## src/rtl/lsu_pkg.sv

```systemverilog
// Shared types and size helpers for the load/store unit.
package lsu_pkg;

   typedef enum logic [2:0] {
      LSU_LB  = 3'd0,
      LSU_LBU = 3'd1,
      LSU_LH  = 3'd2,
      LSU_LHU = 3'd3,
      LSU_LW  = 3'd4
   } lsu_size_e;

   typedef enum logic [1:0] {
      IDLE = 2'd0,
      ACC0 = 2'd1,
      ACC1 = 2'd2,
      DONE = 2'd3
   } lsu_state_e;

   // Encodings 5-7 fall through to the word size.
   function automatic logic [2:0] lsu_bytes(input logic [2:0] num_byte);
      case (num_byte)
         LSU_LB, LSU_LBU: return 3'd1;
         LSU_LH, LSU_LHU: return 3'd2;
         default:         return 3'd4;
      endcase
   endfunction

   function automatic logic lsu_misaligned(input logic [1:0] off, input logic [2:0] num_byte);
      return ({2'b00, off} + {1'b0, lsu_bytes(num_byte)}) > 4'd4;
   endfunction

endpackage

```

## src/rtl/lsu_align.sv

```systemverilog
// Lane alignment for the LSU: store strobes and data positioning over two
// consecutive words, plus load extraction and sign/zero extension.
module lsu_align
   import lsu_pkg::*;
(
   input  logic [1:0]  off_i,
   input  logic [2:0]  num_byte_i,
   input  logic [31:0] wdata_i,
   input  logic [63:0] rdata64_i,
   output logic [7:0]  strb8_o,
   output logic [63:0] wdata64_o,
   output logic [31:0] load_o
);

   logic [4:0]  shamt;
   logic [7:0]  base_mask;
   logic [31:0] shifted;

   assign shamt = {off_i, 3'b000};

   // NOTE: every always_comb output gets a value before the case so no latch is inferred.
   always_comb begin
      base_mask = 8'h0F;
      case (lsu_bytes(num_byte_i))
         3'd1:    base_mask = 8'h01;
         3'd2:    base_mask = 8'h03;
         default: base_mask = 8'h0F;
      endcase
   end

   assign strb8_o   = base_mask << off_i;
   assign wdata64_o = {32'h0, wdata_i} << shamt;
   assign shifted   = 32'(rdata64_i >> shamt);

   always_comb begin
      load_o = shifted;
      case (num_byte_i)
         LSU_LB:  load_o = {{24{shifted[7]}}, shifted[7:0]};
         LSU_LBU: load_o = {24'h0, shifted[7:0]};
         LSU_LH:  load_o = {{16{shifted[15]}}, shifted[15:0]};
         LSU_LHU: load_o = {16'h0, shifted[15:0]};
         default: load_o = shifted;
      endcase
   end

endmodule

```

## src/rtl/lsu_ctrl.sv

```systemverilog
// Load/store unit controller: turns one core request into one or two
// word-aligned bus beats and returns an extended load result.
module lsu_ctrl
   import lsu_pkg::*;
#(
   parameter bit SPLIT_EN = 1'b1
) (
   input  logic        clk,
   input  logic        rst,
   input  logic        req,
   input  logic        we,
   input  logic [31:0] addr,
   input  logic [31:0] wdata,
   input  logic [2:0]  num_byte,
   output logic        stall,
   output logic [31:0] rdata,
   output logic        done,
   output logic        err,
   output logic        bus_valid,
   output logic        bus_we,
   output logic [31:0] bus_addr,
   output logic [31:0] bus_wdata,
   output logic [3:0]  bus_strb,
   input  logic        bus_ready,
   input  logic [31:0] bus_rdata
);

   lsu_state_e  state_q, state_d;
   logic        we_q, we_d;
   logic [31:0] addr_q, addr_d;
   logic [31:0] wdata_q, wdata_d;
   logic [2:0]  num_byte_q, num_byte_d;
   logic [31:0] lo_q, lo_d;
   logic [31:0] hi_q, hi_d;
   logic [31:0] rdata_q, rdata_d;
   logic        err_q, err_d;

   logic        split;
   logic [31:0] word_addr;
   logic [7:0]  strb8;
   logic [63:0] wdata64;
   logic [63:0] rdata64;
   logic [31:0] load_ext;

   assign split     = lsu_misaligned(addr_q[1:0], num_byte_q);
   assign word_addr = {addr_q[31:2], 2'b00};

   // The final beat's data comes straight off the bus so rdata is ready in DONE.
   assign rdata64 = (state_q == ACC1) ? {bus_rdata, lo_q} : {hi_q, bus_rdata};

   lsu_align u_align (
      .off_i      (addr_q[1:0]),
      .num_byte_i (num_byte_q),
      .wdata_i    (wdata_q),
      .rdata64_i  (rdata64),
      .strb8_o    (strb8),
      .wdata64_o  (wdata64),
      .load_o     (load_ext)
   );

   always_comb begin
      state_d    = state_q;
      we_d       = we_q;
      addr_d     = addr_q;
      wdata_d    = wdata_q;
      num_byte_d = num_byte_q;
      lo_d       = lo_q;
      hi_d       = hi_q;
      rdata_d    = rdata_q;
      err_d      = err_q;
      stall      = 1'b0;
      bus_valid  = 1'b0;
      case (state_q)
         IDLE: begin
            if (req) begin
               stall      = 1'b1;
               we_d       = we;
               addr_d     = addr;
               wdata_d    = wdata;
               num_byte_d = num_byte;
               err_d      = 1'b0;
               if (!SPLIT_EN && lsu_misaligned(addr[1:0], num_byte)) begin
                  err_d   = 1'b1;
                  state_d = DONE;
               end else begin
                  state_d = ACC0;
               end
            end
         end
         ACC0: begin
            stall     = 1'b1;
            bus_valid = 1'b1;
            if (bus_ready) begin
               lo_d = bus_rdata;
               if (split) begin
                  state_d = ACC1;
               end else begin
                  state_d = DONE;
                  if (!we_q) rdata_d = load_ext;
               end
            end
         end
         ACC1: begin
            stall     = 1'b1;
            bus_valid = 1'b1;
            if (bus_ready) begin
               hi_d    = bus_rdata;
               state_d = DONE;
               if (!we_q) rdata_d = load_ext;
            end
         end
         DONE:    state_d = IDLE;
         default: state_d = IDLE;
      endcase
   end

   // NOTE: sequential state uses non-blocking assignments only.
   always_ff @(posedge clk or posedge rst) begin
      if (rst) begin
         state_q    <= IDLE;
         we_q       <= 1'b0;
         addr_q     <= 32'h0;
         wdata_q    <= 32'h0;
         num_byte_q <= 3'd0;
         lo_q       <= 32'h0;
         hi_q       <= 32'h0;
         rdata_q    <= 32'h0;
         err_q      <= 1'b0;
      end else begin
         state_q    <= state_d;
         we_q       <= we_d;
         addr_q     <= addr_d;
         wdata_q    <= wdata_d;
         num_byte_q <= num_byte_d;
         lo_q       <= lo_d;
         hi_q       <= hi_d;
         rdata_q    <= rdata_d;
         err_q      <= err_d;
      end
   end

   // Bus fields derive only from latched state, so they hold steady until ready.
   assign bus_addr  = (state_q == ACC1) ? word_addr + 32'd4 : word_addr;
   assign bus_we    = bus_valid & we_q;
   assign bus_wdata = (state_q == ACC1) ? wdata64[63:32] : wdata64[31:0];
   assign bus_strb  = !(bus_valid && we_q) ? 4'h0 :
                      (state_q == ACC1) ? strb8[7:4] : strb8[3:0];
   assign done      = (state_q == DONE);
   assign err       = done & err_q;
   assign rdata     = rdata_q;

endmodule

```

## config.mk

```make
export PLATFORM = sky130hd
export DESIGN_NAME = lsu_ctrl
export DESIGN_NICKNAME = d
export VERILOG_FILES = /design/src/rtl/lsu_pkg.sv /design/src/rtl/lsu_align.sv /design/src/rtl/lsu_ctrl.sv
export SDC_FILE = /design/constraint.sdc
export NUM_CORES = 1
export LEC_CHECK = 0
export ABC_CLOCK_PERIOD_IN_PS = 9490
export CORE_ASPECT_RATIO = 1.5
export CORE_UTILIZATION = 57
export DETAILED_ROUTE_END_ITERATION = 16
export MAX_ROUTING_LAYER = met4
export PLACE_DENSITY = 0.85
export SYNTH_ARGS = -nofsm -noshare
export SYNTH_HDL_FRONTEND = slang
export SYNTH_HIERARCHICAL = 1
export SYNTH_SLANG_ARGS = --single-unit
```

## constraint.sdc

```tcl
create_clock -name clk -period 9.49 [get_ports clk]
set_input_delay 1.898 -clock clk [delete_from_list [all_inputs] [get_ports clk]]
set_output_delay 1.898 -clock clk [all_outputs]
set_load 0.01 [all_outputs]
```

==> impl_metrics.toml <==
[clocking]
tritoncts = "yes"
postCtsSetupBuffers = 0
postCtsHoldBufs = 0
root_buffer = "clkbuf_16"
clk_path_buf_depth = 2
insertion_delay_ns = 0.43
clock_sinks = 158
postCtsResizedCells = 0
cts_buffers = 17
htree_levels = 4
clk_pin_slew_ns = 0.06

[global_routing]
met1_usage = 0.292
grt_pass1_wl_microns = 36200
grt_use_met2 = 0.477
grt-busiest-layer = "met2"
grt_overflow_total = 0
grt_use_total = 0.275
antenna_found_initial = 0
grt_max_degree = 94
use_met3 = 0.0686
first_global_vias = 7367

[pwr]
switching_share = 0.359
pwr-share-seq = 0.283
p_int_uw = 3080
pwr-share-clk = 0.149
ir_drop_mv = 0.259
leakage_uw = 0.00523
total_power_uw = 4810
pwr_density_cell_mw_per_mm2 = 386
netSwitchingPower_uw = 1730
p_comb_frac = 0.568

[cells_and_area]
nFillCells = 1149
syn_to_final_growth_pct = 27.9
drive_above_1_share = 0.335
post-route-util = 0.744
nets = 1096

[worst_setup_path]
endpoint_kind = "output port"
cp_data_arrival_time_ns = 3.59
r2r_cells = 8
crit_path_start_kind = "register"
path_class = "reg2out"
required_ns = 7.59
path_max_fanout = 41

[die]
die_area_sq_mm = 0.0177
chipHeight_microns = 162
die_x_microns = 109
num_io_pins = 209
start_util = 0.582
rows = 58
core_area_sq_mm = 0.0168

[run_status]
status = "finished, final reports clean"

[place]
gp_congestion = 0.870
pre_cts_ws_ns = 4.44
port-buffer-count = 205
hpwl_microns = 15300

[run]
drv_cap = 0

[sta]
finalCritPeriodShare = 0.578
clock_skew_ns = 0.0102
fin_setup_tns_ns = 0
finalHoldViolCount = 0
min_period_ns = 5.49
worstMarginPinSlew_ns = 1.13
finalSetupViolCount = 0
slew-limit-headroom = 0.248
finalMaxSlewViolations = 0
holdWs_ns = 0.486
max_freq_mhz = 182
rsz0062_at_grt = "no"
fin_ws_ns = 4.00

[yosys]
synth_area_sq_mm = 0.00976
syn_avg_cell_area_sq_um = 12.1
syn_inst = 809
ys_warn_count = 6

[min_path]
hold_depth = 1
min_path_type = "reg2reg"

[drt]
wl_per_cell_microns = 18.4
routed_wirelength_microns = 22200
dr.first_iter.drc_count = 265
via_per_inst = 5.77
firstDrtPassIters = 5
vias = 6953
antenna_left = 0
drc = 0
## per-layer routing
layer,share of wire,vias up
met5,0,-
met1,0.38,3441
met3,0.056,53
met2,0.53,225
li1,-,3234
met4,0.033,0
## critical path, stage by stage, from the launching register on
cell and delay (ns):
dfrtp_1 0.41, inv_1 0.19, ha_4 0.54, nand3_1 0.19
or4_1 0.74, nor4_4 0.35, xnor2_1 0.16, clkdlybuf4s50_1 0.58
## power groups by stage
| stage | logic (uW) | registers (uW) | clock network [uW] |
|---|---|---|---|
| finish | 2730 | 1360 | 718 |
| global route | 2960 | 1420 | 758 |
| CTS | 2750 | 1360 | 732 |
| detailed placement | 2720 | 1370 | 0 |
| global placement | 2670 | 1340 | 0 |
| floorplan | 1900 | 1250 | 0 |
## layout by cell type, fill, tap and decap left out, types with 15 or more instances in the layout
master             n
clkbuf_16         17
clkdlybuf4s50_1  205
dfrtp_1          156
inv_1             17
mux2_2           253
mux2i_1           28
mux4_2            32
nand2_1           54
nor2_1            34
nor2b_1           15
o21ai_0           17
xnor2_1           20
## flip-flops by register name, indices dropped and copies added, names as in the netlist
signal and flops:
we_q 1, state_q 2, addr_q 32, num_byte_q 3, wdata_q 32, lo_q 32, rdata 32, hi_q 24
## through the flow
step	std cells	area (sq um)
floorplan	819	9800
finish	1205	12500
CTS	1204	12500
detailed placement	1173	11900
global route	1204	12500
global placement	1173	11900
## worst paths after layout
path	start	to	slack (ns)
setup / recovery	state_q[0]$_DFFE_PP0P_	bus_addr[30]	4.00
hold / removal	rdata[23]$_DFFE_PP0P_	rdata[23]$_DFFE_PP0P_	0.49
setup reg to reg	state_q[0]$_DFFE_PP0P_	rdata[30]$_DFFE_PP0P_	5.59
hold reg to reg	rdata[23]$_DFFE_PP0P_	rdata[23]$_DFFE_PP0P_	0.49
max in group asynchronous	rst	addr_q[0]$_DFFE_PP0P_	5.98
min in group asynchronous	rst	lo_q[31]$_DFFE_PP0P_	2.01
## cell type report
type / count / area (sq um) / area share
Clock buffer: 21 / 460 / 0.0369
Clock inverter: 10 / 160 / 0.0128
Antenna cell: 1 / 2.50 / 0.000201
Timing Repair Buffer: 212 / 2100 / 0.169
Multi-Input combinational cell: 575 / 5450 / 0.437
Inverter: 18 / 72.6 / 0.00582
Sequential cell: 158 / 3960 / 0.317
Tap cell: 210 / 263 / 0.0211
Note: power is estimated with default switching activity, not from simulation.
